[config.mk]
export PLATFORM = sky130hd
export DESIGN_NAME = logic_accum
export DESIGN_NICKNAME = d
export VERILOG_FILES = /design/src/rtl/logic_accum_pkg.sv /design/src/rtl/logic_op_unit.sv /design/src/rtl/logic_accum.sv
export SDC_FILE = /design/constraint.sdc
export NUM_CORES = 1
export LEC_CHECK = 0
export CAP_MARGIN = 20
export CORE_MARGIN = 1
export CORE_UTILIZATION = 45
export DETAILED_ROUTE_END_ITERATION = 12
export PLACE_DENSITY = 0.74
export SYNTH_ARGS = -nofsm -noshare
export SYNTH_HDL_FRONTEND = slang
export SYNTH_SLANG_ARGS = --single-unit
[constraint.sdc]
create_clock -name clk -period 1.8 [get_ports clk]
set_input_delay 0.27 -clock clk [delete_from_list [all_inputs] [get_ports clk]]
set_output_delay 0.27 -clock clk [all_outputs]
set_load 0.05 [all_outputs]
[src/rtl/logic_accum_pkg.sv]
// logic_accum_pkg: shared types for the logic_accum reduce block.
//   op_e    - reduce operation encoding carried on the op port
//   state_e - packet FSM states
package logic_accum_pkg;

  typedef enum logic [1:0] {
    OP_AND  = 2'b00,
    OP_OR   = 2'b01,
    OP_XOR  = 2'b10,
    OP_NAND = 2'b11
  } op_e;

  typedef enum logic [1:0] {
    IDLE = 2'b00,  // no beat of the current packet accepted yet
    ACC  = 2'b01,  // accumulating, last beat not yet seen
    DONE = 2'b10   // result held on the output until taken
  } state_e;

endpackage

[src/rtl/logic_op_unit.sv]
// logic_op_unit: purely combinational two-operand bitwise combine.
//   op - reduce operation (NAND combines as AND; the final inversion
//        is applied once on the result, not per beat)
//   a  - running accumulator
//   b  - incoming word
//   y  - combined word
module logic_op_unit
  import logic_accum_pkg::*;
#(
  parameter int WIDTH = 16
) (
  input  op_e              op,
  input  logic [WIDTH-1:0] a,
  input  logic [WIDTH-1:0] b,
  output logic [WIDTH-1:0] y
);

  always_comb begin
    y = '0;
    case (op)
      OP_AND:  y = a & b;
      OP_OR:   y = a | b;
      OP_XOR:  y = a ^ b;
      OP_NAND: y = a & b;
      default: y = a & b;
    endcase
  end

endmodule

[src/rtl/logic_accum.sv]
// logic_accum: reduces the words of a packet with a bitwise operation.
//
// Handshake: each side is strict valid/ready. A beat moves on a rising
// clk edge where in_valid && in_ready; a result moves where
// out_valid && out_ready. A presented result and its fields stay
// stable until taken, and in_ready never depends on in_valid.
//
// Ports:
//   clk        - clock, rising edge
//   rst_n      - asynchronous active-low reset
//   op         - reduce op, sampled on the first beat of a packet only
//   in_valid   - input beat offered
//   in_ready   - input beat accepted (high in IDLE and ACC)
//   in_data    - input word
//   in_last    - final beat of the packet
//   out_valid  - result presented (high exactly in DONE)
//   out_ready  - consumer takes the result
//   out_data   - reduced word (inverted for NAND), 0 outside DONE
//   out_count  - beats in the packet, saturating, 0 outside DONE
//   out_ovf    - beat count saturated, 0 outside DONE
//
// The FSM state is held in state_q (type state_e) for observation.
module logic_accum
  import logic_accum_pkg::*;
#(
  parameter int WIDTH = 16,
  parameter int CNT_W = 8
) (
  input  logic             clk,
  input  logic             rst_n,
  input  logic [1:0]       op,
  input  logic             in_valid,
  output logic             in_ready,
  input  logic [WIDTH-1:0] in_data,
  input  logic             in_last,
  output logic             out_valid,
  input  logic             out_ready,
  output logic [WIDTH-1:0] out_data,
  output logic [CNT_W-1:0] out_count,
  output logic             out_ovf
);

  state_e             state_q, state_d;
  op_e                op_q,    op_d;
  logic [WIDTH-1:0]   acc_q,   acc_d;
  logic [CNT_W-1:0]   cnt_q,   cnt_d;
  logic               ovf_q,   ovf_d;

  logic               in_beat;
  logic               out_xfer;
  logic [WIDTH-1:0]   comb_y;

  logic_op_unit #(
    .WIDTH (WIDTH)
  ) u_op (
    .op (op_q),
    .a  (acc_q),
    .b  (in_data),
    .y  (comb_y)
  );

  assign in_ready = (state_q != DONE);
  assign in_beat  = in_valid && in_ready;
  assign out_xfer = out_valid && out_ready;

  always_ff @(posedge clk or negedge rst_n) begin
    if (!rst_n) begin
      state_q <= IDLE;
      op_q    <= OP_AND;
      acc_q   <= '0;
      cnt_q   <= '0;
      ovf_q   <= 1'b0;
    end else begin
      state_q <= state_d;
      op_q    <= op_d;
      acc_q   <= acc_d;
      cnt_q   <= cnt_d;
      ovf_q   <= ovf_d;
    end
  end

  always_comb begin
    state_d = state_q;
    op_d    = op_q;
    acc_d   = acc_q;
    cnt_d   = cnt_q;
    ovf_d   = ovf_q;
    case (state_q)
      IDLE: begin
        if (in_beat) begin
          // First beat: the op is frozen for the whole packet here.
          op_d    = op_e'(op);
          acc_d   = in_data;
          cnt_d   = CNT_W'(1);
          ovf_d   = 1'b0;
          state_d = in_last ? DONE : ACC;
        end
      end
      ACC: begin
        if (in_beat) begin
          acc_d = comb_y;
          if (cnt_q == {CNT_W{1'b1}}) begin
            ovf_d = 1'b1;
          end else begin
            cnt_d = cnt_q + CNT_W'(1);
          end
          if (in_last) begin
            state_d = DONE;
          end
        end
      end
      DONE: begin
        // No beat is accepted on the transfer cycle, so every packet
        // sees one idle cycle before its first beat can land.
        if (out_xfer) begin
          state_d = IDLE;
        end
      end
      default: state_d = IDLE;
    endcase
  end

  always_comb begin
    out_valid = 1'b0;
    out_data  = '0;
    out_count = '0;
    out_ovf   = 1'b0;
    if (state_q == DONE) begin
      out_valid = 1'b1;
      out_data  = (op_q == OP_NAND) ? ~acc_q : acc_q;
      out_count = cnt_q;
      out_ovf   = ovf_q;
    end
  end

endmodule
==> summary.txt <==
Clock network
  – Clock Sink Count: 29
  – Total CTS buffers: 5
  – Clock Pin Slew Worst Setup and Hold Paths: ~0.07 ns
  – H-tree Lvls: 2
  – CTS tree: built
  – CTS root buf: clkbuf_8
  – CTS Buffer Depth: 2
  – # hold bufs at CTS: 0
  – Later-pin clock latency in the skew report: 0.29 ns

Hold path
  – Min-delay worst type: in2async

Worst setup path
  – CP peak stage delay: 0.39 ns
  – Crit-path cells: ha_2, buf_12, xnor2_1, nor2_2, buf_12
  – Critical Path Sink Type: output pin
  – CP dominant cell by count: buf_12
  – Critical-path maximum fanout: 16
  – Worst EP arrival: 1.49 ns
  – Slowest CP cell: dfrtp_1
  – Critical path type: reg2out
  – Crit path required time: ~1.5 ns
  – Worst setup SP type: register
  – Worst r2r src: op_q[0]
  – Crit path from: op_q[0]

Routing
  – Residual DRC: 0
  – Met3 wire len: 227 µm
  – Met2 wire length: approximately 3.1 mm
  – M1 wire length: 2.658 mm
  – Routed len/inst: around 15 µm
  – Detail Route Antenna Nets: 0
  – Vias: 2231
  – Initial drt markers: 131
  – DR pass1 iterations: 4
  – Vias per cell: 5.677
  – DR top layer: met4
  – Total wire length: 6.082 mm

Logic synthesis
  – Number of synthesized flops with an enable pin: 0
  – Post-synthesis sequential area ratio: 0.2893
  – Syn_nets: 331
  – Main synth FF type: dfrtp_1
  – Gate count after technology mapping: 272
  – Post-synth cell types: 42
  – Synthesis Warnings: 0
  – Average size of a mapped cell: 9.223 µm²
  – Flops & latches, synth: 29
  – Netlist Area Pre-Place: 0.002509 mm²
  – Synth async-reset ratio: 1.000

STA
  – Final setup viols: 0
  – Post-layout minimum cycle time: 1.765 ns
  – Worst-Margin Slew: a little under 0.4 ns
  – Fmax: roughly 0.57 GHz
  – Final Hold Violating Endpoints: 0
  – Worst setup margin: 0.03519 ns
  – Slew headroom: 0.7300
  – Fin Setup TNS: 0 ns
  – Slew Limit Fails: 0
  – RSZ-0062 raised after global routing: yes
  – Clock Skews: 0.008822 ns
  – Part of the cycle the worst path needs: 0.9804

Layout
  – Share of cells above drive strength 1: 0.2415
  – Final Net Count: 381
  – Syn-to-layout area delta: 40.65%
  – Commonest non-fill, non-tap cell in the layout: ha_1
  – Diodes inserted: 0
  – Most frequent cells in the layout: 35 x ha_1, 34 x inv_1, 30 x buf_12
  – Final Core Density: 0.6737
  – Non-filler cells, final: 393

Placement
  – Placed Cells incl. Taps: 382
  – I/O Buffers: 49
  – DP Worst Slack: -0.06666 ns
  – GPL Wtd Cong: a little over 0.8
  – Post-DP HPWL: 4.224 mm

Global routing
  – Vias in the first global route: about 2300
  – Initial antenna violation count: 0
  – First-pass GRT wire length: 10.43 mm
  – All-layer global routing usage: 0.2225
  – Largest net degree at the start of global routing: 32
  – Grt ovf: 0

Power and ir drop
  – Maximum vdd drop: approximately 0.50 mV
  – Pwr per Cell Area: 971.4 mW/mm²
  – P_leak: about 1.6 nW
  – Power, Total: 3.428 mW

Die
  – Starting density of the core: 0.4790
  – DIE HEIGHT: 76.67 µm
  – # rows: 26
  – Die area: 0.005878 mm²
  – IO Pins: 50
  – Core box area: roughly 0.0052 mm²
  – Die width: 76.67 µm

Run status
  – Status: finished, final reports clean

Job
  – Max-Cap Viols: 0
-- timing repair --
action,CTS,global route
setup endpoints to repair,16,12
buffers inserted,3,0
pin swaps,1,1
resized for setup,15,2
-- cell usage after synthesis (5+ instances only) --
cell      instances  share of area
buf_2            12          0.024
a221oi_1         16          0.056
a21oi_1          18          0.036
and2_1            9          0.022
o21ai_0           5          0.010
dfrtp_1          29           0.29
a211o_1          15          0.052
nor2_1           19          0.028
a22oi_1          15          0.045
buf_4             5          0.015
xnor2_1          16          0.056
inv_1            34          0.051
ha_1             36           0.18
-- flip-flops by register name (all words and copies together) (netlist names) --
register  flops
acc_q        16
cnt_q         8
op_q          2
state_q       2
ovf_q         1
-- worst max-delay path: cells and delay by family (launching register included) --
family	cells	cell delay (ns)
adder cells (fa/ha/maj)	1	0.20
buffers and inverters	2	0.31
AND/OR/NAND/NOR	1	0.15
flip-flops	1	0.39
XOR/XNOR	1	0.14
-- cell type report --
cell class	count	area, µm²
timing repair buffer	65	918.4
fill	412	1709
clock buffer	7	96.34
multi-input combinational	185	1559
sequential	29	725.7
clock inverter	1	5.005
inverter	36	136.4
tap	70	87.58
-- path summary, 6_finish.rpt --
path | depth (start not counted) | end | slack (ns)
max reg2reg | 7 | acc_q[11] | 0.10
min reg2reg | 2 | ovf_q | 0.51
max in group asynchronous | 2 | cnt_q[4] | 1.13
min in group clk | 2 | ovf_q | 0.51
min | 2 | acc_q[10] | 0.37
max | 5 | out_data[6] | 0.04
-- power breakdown --
part           switching (mW)  leakage, nW  total, mW  internal [mW]
clock                   0.275       0.0542      0.620          0.345
combinational            1.00         1.18       1.88          0.882
sequential              0.138        0.349      0.923          0.785
total                    1.42         1.59       3.43           2.01
-- metrics by stage --
stage	instance area, µm²	hold WS, ns
floorplan	2514	-0.02559
global placement	3358	0.4938
detailed placement	3358	0.5031
CTS	3523	0.3982
global route	3528	0.4175
finish	3528	0.3724
-- cells by family (layout without fill, tap and decap cells) --
| family | count (synthesis) | after routing | synth area share |
|---|---|---|---|
| compound gates | 86 | 86 | 0.2604 |
| buf+inv | 58 | 109 | 0.1092 |
| simple gates | 43 | 43 | 0.08878 |
| fa+ha+maj | 36 | 36 | 0.1796 |
| flops | 29 | 29 | 0.2893 |
| xor+xnor | 16 | 16 | 0.05586 |
| mux | 4 | 4 | 0.01696 |
-- layer usage --
layer | GRT usage | up-vias
li1 | - | 1068
met5 | 0 | -
met4 | 0.08077 | 0
met2 | 0.3884 | 54
met1 | 0.2683 | 1098
met3 | 0.04524 | 11
Note: power is estimated with default switching activity, not from simulation.
